[src/rtl/wb_conbus_pkg.sv]
// Shared types and helpers for the round-robin Wishbone conbus.
package wb_conbus_pkg;

    typedef enum logic {
        IDLE,
        OWNED
    } arb_state_t;

    localparam int DEF_DATA_W = 32;
    localparam int SEL_W = DEF_DATA_W / 8;

    localparam logic [23:0] DEF_MAP = {
        3'd7, 3'd6, 3'd5, 3'd4,
        3'd3, 3'd2, 3'd1, 3'd0
    };

    function automatic int clog2(input int v);
        int r;
        r = 0;
        for (int i = 0; i < 31; i++)
            if ((1 << i) < v)
                r = i + 1;
        return r;
    endfunction

endpackage

[src/rtl/wb_rr_arbiter.sv]
// Round-robin bus arbiter; grant is held until the owner drops its request.
module wb_rr_arbiter
    import wb_conbus_pkg::*;
#(
    parameter int N  = 2,
    parameter int GW = 1
) (
    input  logic          clk,
    input  logic          rst,
    input  logic [N-1:0]  req,
    output logic [GW-1:0] gnt,
    output logic          gnt_valid
);

    arb_state_t    state;
    logic [GW-1:0] last;
    logic [GW-1:0] pick;
    logic [GW-1:0] idx;

    // scan downward so the closest requester after last wins
    always_comb begin
        pick = last;
        idx  = '0;
        for (int i = N; i >= 1; i--) begin
            idx = GW'((int'(last) + i) % N);
            if (req[idx])
                pick = idx;
        end
    end

    always_ff @(posedge clk or negedge rst) begin
        if (!rst) begin
            state     <= IDLE;
            gnt       <= '0;
            gnt_valid <= 1'b0;
            last      <= GW'(N - 1);
        end else begin
            unique case (state)
                IDLE: begin
                    if (|req) begin
                        gnt       <= pick;
                        last      <= pick;
                        gnt_valid <= 1'b1;
                        state     <= OWNED;
                    end
                end
                OWNED: begin
                    if (!req[gnt]) begin
                        gnt_valid <= 1'b0;
                        state     <= IDLE;
                    end
                end
                default: state <= IDLE;
            endcase
        end
    end

endmodule

[src/rtl/wb_conbus_rr.sv]
// N-master/M-slave Wishbone shared bus with round-robin arbitration.
// Define WB_CONBUS_TIMEOUT_EN to add the stalled-slave timeout error.
module wb_conbus_rr
    import wb_conbus_pkg::*;
#(
    parameter int N_MASTERS = 2,
    parameter int N_SLAVES  = 8,
    parameter int ADDR_W    = 32,
    parameter int DATA_W    = 32,
    parameter int S_ADDR_W  = 3,
    parameter logic [N_SLAVES*S_ADDR_W-1:0] S_ADDR_MAP = DEF_MAP,
    parameter int TIMEOUT   = 255,
    localparam int GW  = (clog2(N_MASTERS) > 1) ? clog2(N_MASTERS) : 1,
    localparam int SW  = DATA_W / 8
) (
    input  logic                        clk,
    input  logic                        rst,
    input  logic [N_MASTERS*DATA_W-1:0] m_dat_i,
    input  logic [N_MASTERS*ADDR_W-1:0] m_adr_i,
    input  logic [N_MASTERS*SW-1:0]     m_sel_i,
    input  logic [N_MASTERS-1:0]        m_we_i,
    input  logic [N_MASTERS-1:0]        m_cyc_i,
    input  logic [N_MASTERS-1:0]        m_stb_i,
    output logic [DATA_W-1:0]           m_dat_o,
    output logic [N_MASTERS-1:0]        m_ack_o,
    output logic [N_MASTERS-1:0]        m_err_o,
    input  logic [N_SLAVES*DATA_W-1:0]  s_dat_i,
    input  logic [N_SLAVES-1:0]         s_ack_i,
    output logic [DATA_W-1:0]           s_dat_o,
    output logic [ADDR_W-1:0]           s_adr_o,
    output logic [SW-1:0]               s_sel_o,
    output logic                        s_we_o,
    output logic [N_SLAVES-1:0]         s_cyc_o,
    output logic [N_SLAVES-1:0]         s_stb_o,
    output logic [GW-1:0]               gnt_o,
    output logic                        gnt_valid_o
);

    localparam int SIW = (clog2(N_SLAVES) > 1) ? clog2(N_SLAVES) : 1;

    typedef logic [clog2(TIMEOUT + 1)-1:0] to_cnt_t;

    logic [GW-1:0]       gnt;
    logic                gnt_valid;
    logic [S_ADDR_W-1:0] tag;
    logic [SIW-1:0]      hit_idx;
    logic                any_hit;
    logic                cyc_g;
    logic                stb_g;
    logic                bus_on;
    logic                miss;
    logic                to_fire;
    logic                err_q;
    logic [N_SLAVES-1:0] slv_vec;
    logic [N_MASTERS-1:0] mst_vec;

    wb_rr_arbiter #(
        .N  (N_MASTERS),
        .GW (GW)
    ) u_arb (
        .clk       (clk),
        .rst       (rst),
        .req       (m_cyc_i),
        .gnt       (gnt),
        .gnt_valid (gnt_valid)
    );

    assign s_dat_o = m_dat_i[gnt*DATA_W +: DATA_W];
    assign s_adr_o = m_adr_i[gnt*ADDR_W +: ADDR_W];
    assign s_sel_o = m_sel_i[gnt*SW +: SW];
    assign s_we_o  = m_we_i[gnt];
    assign cyc_g   = m_cyc_i[gnt];
    assign stb_g   = m_stb_i[gnt];
    assign tag     = s_adr_o[ADDR_W-1 -: S_ADDR_W];

    // descending scan lets the lowest matching slave win
    always_comb begin
        any_hit = 1'b0;
        hit_idx = '0;
        for (int k = N_SLAVES - 1; k >= 0; k--) begin
            if (tag == S_ADDR_MAP[k*S_ADDR_W +: S_ADDR_W]) begin
                any_hit = 1'b1;
                hit_idx = SIW'(k);
            end
        end
    end

    assign bus_on  = gnt_valid & cyc_g;
    assign miss    = bus_on & stb_g & ~any_hit;
    assign slv_vec = N_SLAVES'(1) << hit_idx;
    assign mst_vec = N_MASTERS'(1) << gnt;

    assign s_cyc_o = (bus_on & any_hit) ? slv_vec : '0;
    assign s_stb_o = (bus_on & stb_g & any_hit & ~to_fire)
                   ? slv_vec : '0;

    assign m_ack_o = (gnt_valid & any_hit & s_ack_i[hit_idx])
                   ? mst_vec : '0;
    assign m_dat_o = any_hit ? s_dat_i[hit_idx*DATA_W +: DATA_W]
                             : '0;
    assign m_err_o = (err_q | to_fire) ? mst_vec : '0;

    always_ff @(posedge clk or negedge rst) begin
        if (!rst)
            err_q <= 1'b0;
        else
            err_q <= miss & ~err_q;
    end

`ifdef WB_CONBUS_TIMEOUT_EN
    to_cnt_t to_cnt;
    logic    stall;

    assign stall   = bus_on & stb_g & any_hit & ~s_ack_i[hit_idx];
    assign to_fire = gnt_valid & (to_cnt == to_cnt_t'(TIMEOUT));

    always_ff @(posedge clk or negedge rst) begin
        if (!rst)
            to_cnt <= '0;
        else if (to_fire || !stall)
            to_cnt <= '0;
        else
            to_cnt <= to_cnt + 1'b1;
    end
`else
    assign to_fire = 1'b0;
`endif

    assign gnt_o       = gnt;
    assign gnt_valid_o = gnt_valid;

endmodule

[config.mk]
export PLATFORM = sky130hd
export DESIGN_NAME = wb_conbus_rr
export DESIGN_NICKNAME = d
export VERILOG_FILES = /design/src/rtl/wb_conbus_pkg.sv /design/src/rtl/wb_rr_arbiter.sv /design/src/rtl/wb_conbus_rr.sv
export SDC_FILE = /design/constraint.sdc
export NUM_CORES = 1
export LEC_CHECK = 0
export BUFFER_PORTS_ARGS = -buffer_cell sky130_fd_sc_hd__clkbuf_2
export CAP_MARGIN = 25
export CORE_AREA = 2 2 204 206
export DETAILED_ROUTE_END_ITERATION = 10
export DIE_AREA = 0 0 206 208
export GPL_TIMING_DRIVEN = 0
export HOLD_SLACK_MARGIN = 0.15
export PLACE_DENSITY = 0.4
export SLEW_MARGIN = 5
export SYNTH_ARGS = -nofsm -noshare
export SYNTH_HDL_FRONTEND = slang
export SYNTH_SLANG_ARGS = --single-unit
export TNS_END_PERCENT = 5
[constraint.sdc]
create_clock -name clk -period 3.9 [get_ports clk]
set_input_delay 0.975 -clock clk [delete_from_list [all_inputs] [get_ports clk]]
set_output_delay 0.975 -clock clk [all_outputs]
set_load 0.03 [all_outputs]
==> results by group, run 1 <==
Min path
  – Hold path cells: 2
  – Worst Hold Class: reg2reg
  – Min-Delay Endpoint: u_arb.last
  – Worst hold start: u_arb.last

STA
  – Post-route setup slack: 46.5 ps
  – Post-Route Setup TNS: 0 ps
  – Max Freq: 260 MHz
  – Period utilisation layout: 0.988
  – RSZ-0062 raised after global routing: true
  – Final hold viol count: 0
  – Pin slew with the least headroom to its limit: 589 ps
  – Clk_skew: 1.12 ps
  – Final setup vio count: 0
  – WHS: 483 ps
  – Max-slew violation count: 0
  – Slew headroom: 0.608
  – Min Clock Period, post-route: 3850 ps

Global routing
  – Largest net degree at the start of global routing: 11
  – Antenna violations before repair: 4
  – Tot GR Track Use: 0.141
  – Global-route wire length before repair: 43.0 mm
  – Grt ovf: 0
  – Vias in the first global route: 6255

Critical path
  – Worst r2r path cells: 4
  – Cells along the critical path: clkbuf_2 > or3b_1 > buf_2 > buf_2 > a21oi_4 > nor4_4 > mux2_2 > clkbuf_2
  – Worst EP arrival: 2880 ps
  – Buffers and inverters on the worst path: 4
  – CP top delay family: buffers and inverters
  – RR Startpoint: u_arb.gnt
  – FF-to-FF End: u_arb.state
  – Worst path slowest cell: or3b_1
  – Worst path max stage delay: 400 ps
  – CP startpoint kind: primary input
  – Req. time, crit path: 2920 ps
  – CP startpoint: m_adr_i[62]
  – Crit Path Category: in2out
  – Worst-path fanout max: 10
  – Critical path endpoint category: primary output
  – Worst R2R Setup Slack: 2090 ps

Floorplanning
  – Chip height: 208 um
  – Top Ports: 531
  – FP Rows: 74
  – Core area: 40600 um2
  – Initial Util: 0.0922
  – Die X: 206 um
  – Die ar.: 42800 um2

Layout
  – Fin util: 0.180
  – Leading cell type in the layout, fill and taps excluded: clkbuf_2
  – Multi-input logic area: 3440 um2
  – Fillers: 4697
  – Layout area overhead: 94.8%
  – # nets final: 1408
  – Commonest non-fill, non-tap cells in the layout: 532 x clkbuf_2, 109 x mux2i_1, 108 x a21oi_1
  – FF+latch area: 128 um2
  – Layout cell share with drive strength beyond 1: 0.695
  – Ant. Diodes: 0

Drt
  – DRC violations left: 0
  – First-pass iteration count of the detailed router: 6
  – 1st-iter DRT viols: 171
  – Length of routed met3 wiring: 2.08 mm
  – Met1 wire length: 11.8 mm
  – Routed met2 length: 16.9 mm
  – WL final: 32.3 mm
  – Via count: 5969
  – Routed WL per cell: 21.1 um
  – Top Layer Used: met5
  – Antenna-violating nets left: 0
  – Vias/cell: 3.90

Synth
  – Syn Nets: 873
  – Flops & latches, synth: 5
  – Cell count after synthesis: 465
  – Unique masters post-synth: 32
  – Avg Cell Area, Syn: 8.04 um2
  – Yosys warns: 0
  – Post-Syn Area: 3740 um2
  – Register area share after synthesis: 0.0338

Clock network
  – Htree depth: 1
  – Worst skew pair latency: 230 ps
  – Root Driver: clkbuf_16
  – Clk sink count: 5
  – Clock Pin Slew Worst Setup and Hold Paths: 30 ps
  – CTS tree: yes
  – Total CTS buffers: 3
  – Clock buffer depth: 2
  – Hold bufs inserted after CTS: 0

Placed design
  – GP Congestion: 0.836
  – DP HPWL: 28.4 mm
  – Dpl ws: -478 ps
  – Number of port buffers: 530

Status
  – Status: finished, final reports clean

Job
  – MaxCap Viol Count: 0

Power
  – Power after layout: 4050 uW
  – Worst VDD drop: 375 uV
  – Lkg Pwr: 0.00389 uW
  – Pwr Density: 556 nW/um2
[metal layers]
metal / vias to the layer above / global-route usage
met5: - / 0
met4: 8 / 0.0616
met3: 55 / 0.0196
li1: 2829 / -
met1: 2725 / 0.150
met2: 352 / 0.271
[stage by stage]
stage                     cells  instance area (um2)
after detailed placement   1527                 7060
after global routing       1531                 7280
after floorplan             465                 3740
final                      1531                 7280
after global placement     1527                 7060
after CTS                  1531                 7240
[area by class of cell]
cell class              count  area share
plain buffers              48      0.0412
clock buffers               4      0.0108
inverters                   4     0.00206
multi-input cells         408       0.473
flip-flops and latches      5      0.0175
well taps                 532      0.0914
repair buffers            530       0.364
[report_power, final]
| group | total (uW) | internal (uW) | leakage, uW | switching, uW |
|---|---|---|---|---|
| sequential | 120 | 76.1 | 0.0000561 | 44.1 |
| clock | 172 | 136 | 0.0000382 | 36.3 |
| combinational | 3750 | 1380 | 0.00379 | 2370 |
| total | 4050 | 1590 | 0.00389 | 2450 |
[tightest hold or removal path, cell delays in order (launching register included)]
cell and delay, ps:
dfstp_2 360, nand2_1 40, o21ai_0 70
[sequential cells by signal, indices dropped and copies added, names as in the netlist]
name / flops
u_arb.state: 1
u_arb.gnt: 1
u_arb.gnt_valid: 1
err_q: 1
u_arb.last: 1
[kinds of logic (layout without fill, tap and decap cells)]
| logic type | count (synthesis) | in the layout | share of synthesized area |
|---|---|---|---|
| muxes | 212 | 212 | 0.608 |
| AOI/OAI and AO/OA | 121 | 121 | 0.167 |
| and+or+nand+nor | 74 | 74 | 0.111 |
| buffers and inverters | 52 | 586 | 0.0790 |
| DFF | 5 | 5 | 0.0338 |
| other | 1 | 1 | 0.00100 |
[how the worst max path moves through the flow]
stage,end,depth (start not counted)
floorplan,m_ack_o[0],5
global placement,m_dat_o[31],7
detailed placement,m_dat_o[31],7
CTS,m_dat_o[31],7
global route,m_dat_o[31],7
finish,m_dat_o[5],8
[Yosys cell counts]
master	instances	area (um2)
nand3b_1	4	30.0
nor4_1	27	169
or3_4	1	11.3
nand2b_1	3	18.8
nand2_1	6	22.5
or3b_2	2	17.5
mux2i_1	111	1110
nor2_1	20	75.1
mux2i_2	1	13.8
dfstp_2	1	26.3
clkbuf_1	10	37.5
buf_6	5	56.3
a31oi_1	1	6.26
a21boi_0	5	37.5
mux4_2	2	45.0
inv_2	1	3.75
and2_1	5	31.3
o21ai_0	2	10.0
mux2_2	98	1100
nor2b_1	2	12.5
buf_1	1	3.75
buf_2	23	115
inv_1	3	11.3
buf_4	9	67.6
or3b_1	1	8.76
dfrtp_1	4	100
nand3_1	2	10.0
conb_1	1	3.75
a21o_1	1	7.51
o41ai_1	1	8.76
nor3b_1	1	7.51
a21oi_1	111	556
[repair_timing]
| action | in CTS | in global routing |
|---|---|---|
| setup buffers | 0 | 0 |
| setup endpoints to repair | 33 | 17 |
| gates resized for setup | 22 | 8 |
No activity file was read; power rests on OpenSTA's default activity.
==> run 2: changes to the inputs <==
- PLACE_DENSITY: 0.4 -> default
- PLACE_DENSITY_LB_ADDON: default -> 0.1
==> run 2 against run 1 <==
Against the previous run:
- register-to-register slack is essentially flat
- count of clock-buffer cells in the layout unchanged
- routed wire length down 2.0%
- first-iteration DRC count down 14%
- worst hold slack got worse by 5.3 ps
- sequential share of layout area about the same
- via count is 3.2% lower
- combinational power fell by 3%
- highest routed layer is now met4
==> results by group, run 2 (same netlist as run 1, synthesis figures left out) <==
Status
  – Status: finished, final reports clean

Global routing
  – Met1 usage: 0.131 (-0.0190)
  – Grt peak-use layer: met2
  – Vias in the first global route: 6204 (-0.82%)
  – Met2 global-route usage: 0.288 (+0.0175)
  – Met3 Usage GRT: 0.0324 (+0.0128)
  – Tot GR Track Use: 0.139 (-0.00239)
  – Grt ovf: 0 (unchanged)
  – Largest net degree at the start of global routing: 11 (unchanged)
  – Antenna violations before repair: 1 (-3)
  – Global-route wire length before repair: 42.6 mm (-0.79%)

Critical path
  – CP startpoint kind: primary input
  – Worst EP arrival: 2840 ps (-40 ps)
  – Critical path endpoint category: primary output
  – Req. time, crit path: 2920 ps (about the same)
  – CP startpoint: m_adr_i[62]
  – FF-to-FF End: u_arb.state
  – RR Startpoint: u_arb.gnt
  – Crit Path Category: in2out
  – Worst R2R Setup Slack: 2090 ps (about the same)
  – Worst-path fanout max: 10 (unchanged)
  – Critical path destination: m_dat_o[2]
  – Worst r2r path cells: 4 (unchanged)

Floorplanning
  – FP Rows: 74 (unchanged)
  – Core area: 40600 um2 (unchanged)
  – Chip height: 208 um (unchanged)
  – Die ar.: 42800 um2 (unchanged)
  – Top Ports: 531 (unchanged)
  – Die X: 206 um (unchanged)
  – Initial Util: 0.0922 (unchanged)

Layout
  – Fillers: 4716 (+0.40%)
  – # nets final: 1408 (unchanged)
  – Leading cell type in the layout, fill and taps excluded: clkbuf_2
  – Layout area overhead: 91.8%
  – Layout cell share with drive strength beyond 1: 0.685 (-0.0100)
  – Commonest non-fill, non-tap cells in the layout: 537 x clkbuf_2, 111 x mux2i_1, 111 x a21oi_1
  – FF+latch area: 126 um2 (-0.98%)
  – Cell area after layout: 7170 um2 (-1.5%)
  – Multi-input logic area: 3320 um2 (-3.6%)

STA
  – Max-slew violation count: 0 (unchanged)
  – Final hold viol count: 0 (unchanged)
  – Period utilisation layout: 0.978 (-0.00999)
  – Clk_skew: 0.341 ps (-0.776 ps)
  – Final setup vio count: 0 (unchanged)
  – Min Clock Period, post-route: 3810 ps (-38.9 ps)
  – Slew headroom: 0.567 (-0.0409)
  – RSZ-0062 raised after global routing: true
  – Pin slew with the least headroom to its limit: 650 ps (+61.4 ps)
  – Post-Route Setup TNS: 0 ps (unchanged)
  – Max Freq: 262 MHz (+1.0%)

Drt
  – Antenna-violating nets left: 0 (unchanged)
  – DRC violations left: 0 (unchanged)
  – Routed WL per cell: 20.7 um (-2.1%)
  – Vias/cell: 3.77 (-3.3%)
  – WL final: 31.6 mm (-2.0%)
  – Via count: 5777 (-3.2%)
  – 1st-iter DRT viols: 147 (-14%)
  – First-pass iteration count of the detailed router: 4 (-2)

Clock network
  – Clk sink count: 5 (unchanged)
  – Htree depth: 1 (unchanged)
  – Worst skew pair latency: 230 ps (about the same)
  – CTS tree: yes
  – Clock buffer depth: 2 (unchanged)
  – Total CTS buffers: 3 (unchanged)
  – Root Driver: clkbuf_16
  – Clock Pin Slew Worst Setup and Hold Paths: 30 ps (about the same)

Placed design
  – DP Area: 7060 um2 (unchanged)
  – DP HPWL: 28.1 mm (-1.2%)
  – GP Congestion: 0.783 (-6.3%)
  – Number of port buffers: 530 (unchanged)

Min path
  – Worst Hold Class: reg2reg

Job
  – MaxCap Viol Count: 0 (unchanged)

Power
  – Power after layout: 3910 uW (-3.3%)
  – Pwr Density: 546 nW/um2 (-1.8%)
  – Lkg Pwr: 0.00388 uW (-0.25%)
  – Worst VDD drop: 374 uV (-0.39%)
## run 2: how the worst min path moves through the flow
stage,cells after the start,slack (ps),from,to
floorplan,2,460,u_arb.last,u_arb.last
global placement,2,480,u_arb.last,u_arb.last
detailed placement,2,480,u_arb.last,u_arb.last
CTS,2,480,u_arb.last,u_arb.last
global route,2,500,u_arb.last,u_arb.last
finish,2,480,u_arb.last,u_arb.last
## run 2: final cells by class
cell class | instances | area share
tap | 532 | 0.0928
multi-input combinational | 408 | 0.462
sequential | 5 | 0.0176
clock buffer | 4 | 0.0110
buffer | 48 | 0.0438
antenna | 1 | 0.000349
inverter | 4 | 0.00209
timing repair buffer | 530 | 0.370
## run 2: stage by stage
step / instances / util / hold WS (ps) / setup WS [ps]
floorplan: 465 / - / 463 / 408
global placement: 1527 / 0.174 / 476 / -179
detailed placement: 1527 / 0.174 / 478 / -187
CTS: 1531 / 0.176 / 483 / 4.17
global route: 1531 / 0.177 / 495 / -52.2
finish: 1532 / 0.177 / 478 / 85.4
## run 2: critical path, cell delays in order
cell and delay, ps:
clkbuf_2 120, or3b_1 130, buf_2 280, buf_2 300, a21oi_1 100, nor4_1 450, mux2_2 270, clkbuf_2 200
## run 2: report_power, final
group / internal (uW) / switching (uW)
Sequential: 74.9 / 39.9
Clock: 136 / 33.8
Combinational: 1350 / 2280
## run 2: routing by layer
metal	wire [um]	vias to the layer above
li1	-	2826
met1	10500	2631
met2	17800	302
met3	2550	18
met4	823	0
met5	0	-
## run 2: what timing repair did
item / 4_1_cts / 5_1_grt
endpoints found under the setup margin: 28 / 22
setup buffers: 0 / 0
resized for setup: 9 / 10
hold buffers: 0 / 0
==> run 3: changes to the inputs <==
==> constraint.sdc (replaced) <==
create_clock -name clk -period 3.9 [get_ports clk]
set_input_delay 0.78 -clock clk [delete_from_list [all_inputs] [get_ports clk]]
set_output_delay 0.78 -clock clk [all_outputs]
set_load 0.03 [all_outputs]
==> run 3 against run 2 <==
Against the previous run:
- worst hold slack got worse by 99 ps
- via count is 0.36% higher
- critical path type is now reg2out
- highest routed layer unchanged
- critical path depth decreased by 1
- maximum frequency is 3.9% higher
- largest cell class unchanged
==> results by group, run 3 (same netlist as run 1, synthesis figures left out) <==
Layout
  – Fin cells: 1532 (unchanged)
  – FF+latch area: 126 um2 (unchanged)
  – Fillers: 4722 (+0.13%)
  – Layout area overhead: 90.9%
  – Multi-input logic area: 3320 um2 (unchanged)
  – Commonest non-fill, non-tap cells in the layout: 530 x clkbuf_2, 111 x mux2i_1, 111 x a21oi_1
  – Leading cell type in the layout, fill and taps excluded: clkbuf_2
  – Fin util: 0.176 (-0.000833)
  – Layout cell share with drive strength beyond 1: 0.677 (-0.00801)
  – # nets final: 1408 (unchanged)

STA
  – Clk_skew: 0.344 ps (+0.00300 ps)
  – Final setup vio count: 0 (unchanged)
  – Final hold viol count: 0 (unchanged)
  – Min Clock Period, post-route: 3670 ps (-144 ps)
  – Post-route setup slack: 230 ps (+144 ps)
  – RSZ-0062 raised after global routing: false
  – Max-slew violation count: 0 (unchanged)
  – Post-Route Setup TNS: 0 ps (unchanged)
  – Slew headroom: 0.451 (-0.116)
  – Period utilisation layout: 0.941 (-0.0369)
  – Pin slew with the least headroom to its limit: 824 ps (+174 ps)
  – Max Freq: 272 MHz (+3.9%)

Drt
  – Vias/cell: 3.78 (+0.36%)
  – Routed WL per cell: 20.7 um (+0.18%)
  – First-pass iteration count of the detailed router: 4 (unchanged)
  – DRC violations left: 0 (unchanged)
  – 1st-iter DRT viols: 160 (+8.8%)
  – Via count: 5798 (+0.36%)
  – Antenna-violating nets left: 0 (unchanged)
  – WL final: 31.7 mm (+0.18%)

Critical path
  – Critical Path Most Common Cell: mux2i_1
  – Cells along the critical path: mux2i_1 > buf_2 > buf_4 > mux2i_1 > mux2i_1 > mux2_2 > clkbuf_2
  – Crit Path Category: reg2out
  – Worst R2R Setup Slack: 2080 ps (about the same)
  – Req. time, crit path: 3120 ps (+200 ps)
  – CP startpoint kind: flip-flop
  – Worst path slowest cell: dfrtp_1
  – Worst path max stage delay: 620 ps (+170 ps)
  – Worst EP arrival: 2890 ps (+50 ps)
  – Worst-path fanout max: 10 (unchanged)
  – Critical path endpoint category: primary output

Clock network
  – Total CTS buffers: 3 (unchanged)
  – Hold bufs inserted after CTS: 0 (unchanged)
  – Root Driver: clkbuf_16
  – Worst skew pair latency: 230 ps (about the same)
  – Htree depth: 1 (unchanged)
  – PostCTS Resize Cnt: 0 (-9)
  – Clock buffer depth: 2 (unchanged)
  – Clk sink count: 5 (unchanged)
  – Clock Pin Slew Worst Setup and Hold Paths: 30 ps (about the same)
  – Postcts setup bufs: 0 (unchanged)
  – CTS tree: yes

Power
  – Pwr Density: 546 nW/um2 (about the same)
  – Worst VDD drop: 374 uV (about the same)
  – Power after layout: 3900 uW (-0.38%)
  – Lkg Pwr: 0.00385 uW (-0.72%)

Floorplanning
  – Die ar.: 42800 um2 (unchanged)
  – Chip height: 208 um (unchanged)
  – Top Ports: 531 (unchanged)
  – Initial Util: 0.0922 (unchanged)
  – Core area: 40600 um2 (unchanged)
  – FP Rows: 74 (unchanged)
  – Die X: 206 um (unchanged)

Min path
  – Worst Hold Class: in2async

Status
  – Status: finished, final reports clean

Placed design
  – Number of port buffers: 530 (unchanged)
  – GP Congestion: 0.783 (unchanged)
  – Cells after DPL: 1527 (unchanged)
  – DP HPWL: 28.1 mm (unchanged)
  – Dpl ws: 203 ps (+390 ps)

Job
  – MaxCap Viol Count: 0 (unchanged)

Global routing
  – Tot GR Track Use: 0.139 (+0.000229)
  – Largest net degree at the start of global routing: 11 (unchanged)
  – Antenna violations before repair: 1 (unchanged)
  – Grt ovf: 0 (unchanged)
  – Vias in the first global route: 6201 (-0.048%)
  – Global-route wire length before repair: 42.7 mm (about the same)
==> run 3: cell types whose count changed in the layout (fill, tap and decap cells not counted), moves of 2 or more <==
cell	before	now
clkbuf_1	4	11
clkbuf_2	537	530
buf_2	19	23
buf_6	7	5
clkbuf_4	2	0
==> run 3: path summary, 6_finish.rpt <==
check                                start         endpoint  cells past startpoint
max in group asynchronous              rst       u_arb.last                      1
min in group clk                u_arb.last       u_arb.last                      2
worst min register to register  u_arb.last       u_arb.last                      2
worst max-delay path             u_arb.gnt       m_dat_o[6]                      7
worst min-delay path                   rst  u_arb.gnt_valid                      1
worst max register to register   u_arb.gnt      u_arb.state                      4
==> run 3: critical path: cells and delay by family (launching register included) <==
kind / cells / cell delay [ps]
buffers and inverters: 3 / 1090
DFF: 1 / 620
muxes: 4 / 920
==> run 3: stage by stage <==
step           hold slack, ps  instance area, um2
2_1_floorplan             463                3740
3_3_place_gp              476                7060
3_5_place_dp              478                7060
4_1_cts                   379                7140
5_1_grt                   384                7140
6_report                  379                7140
==> run 3: routing by layer <==
layer	up-vias	global-route usage	wire length, um
met5	-	0	0
met4	0	0.0357	865
met3	20	0.0324	2540
met2	307	0.290	17900
met1	2644	0.130	10400
li1	2827	-	-
==> run 3: final cells by class <==
cell class / count / share of cell area
multi-input cells: 408 / 0.465
plain buffers: 48 / 0.0393
inverters: 4 / 0.00210
flip-flops and latches: 5 / 0.0177
diodes: 1 / 0.000351
clock buffers: 4 / 0.0110
repair buffers: 530 / 0.372
well taps: 532 / 0.0933
==> run 3: where the power goes <==
| group | switching [uW] | internal [uW] | total (uW) |
|---|---|---|---|
| Sequential | 39.9 | 74.9 | 115 |
| Clock | 33.8 | 136 | 169 |
| Combinational | 2280 | 1340 | 3610 |
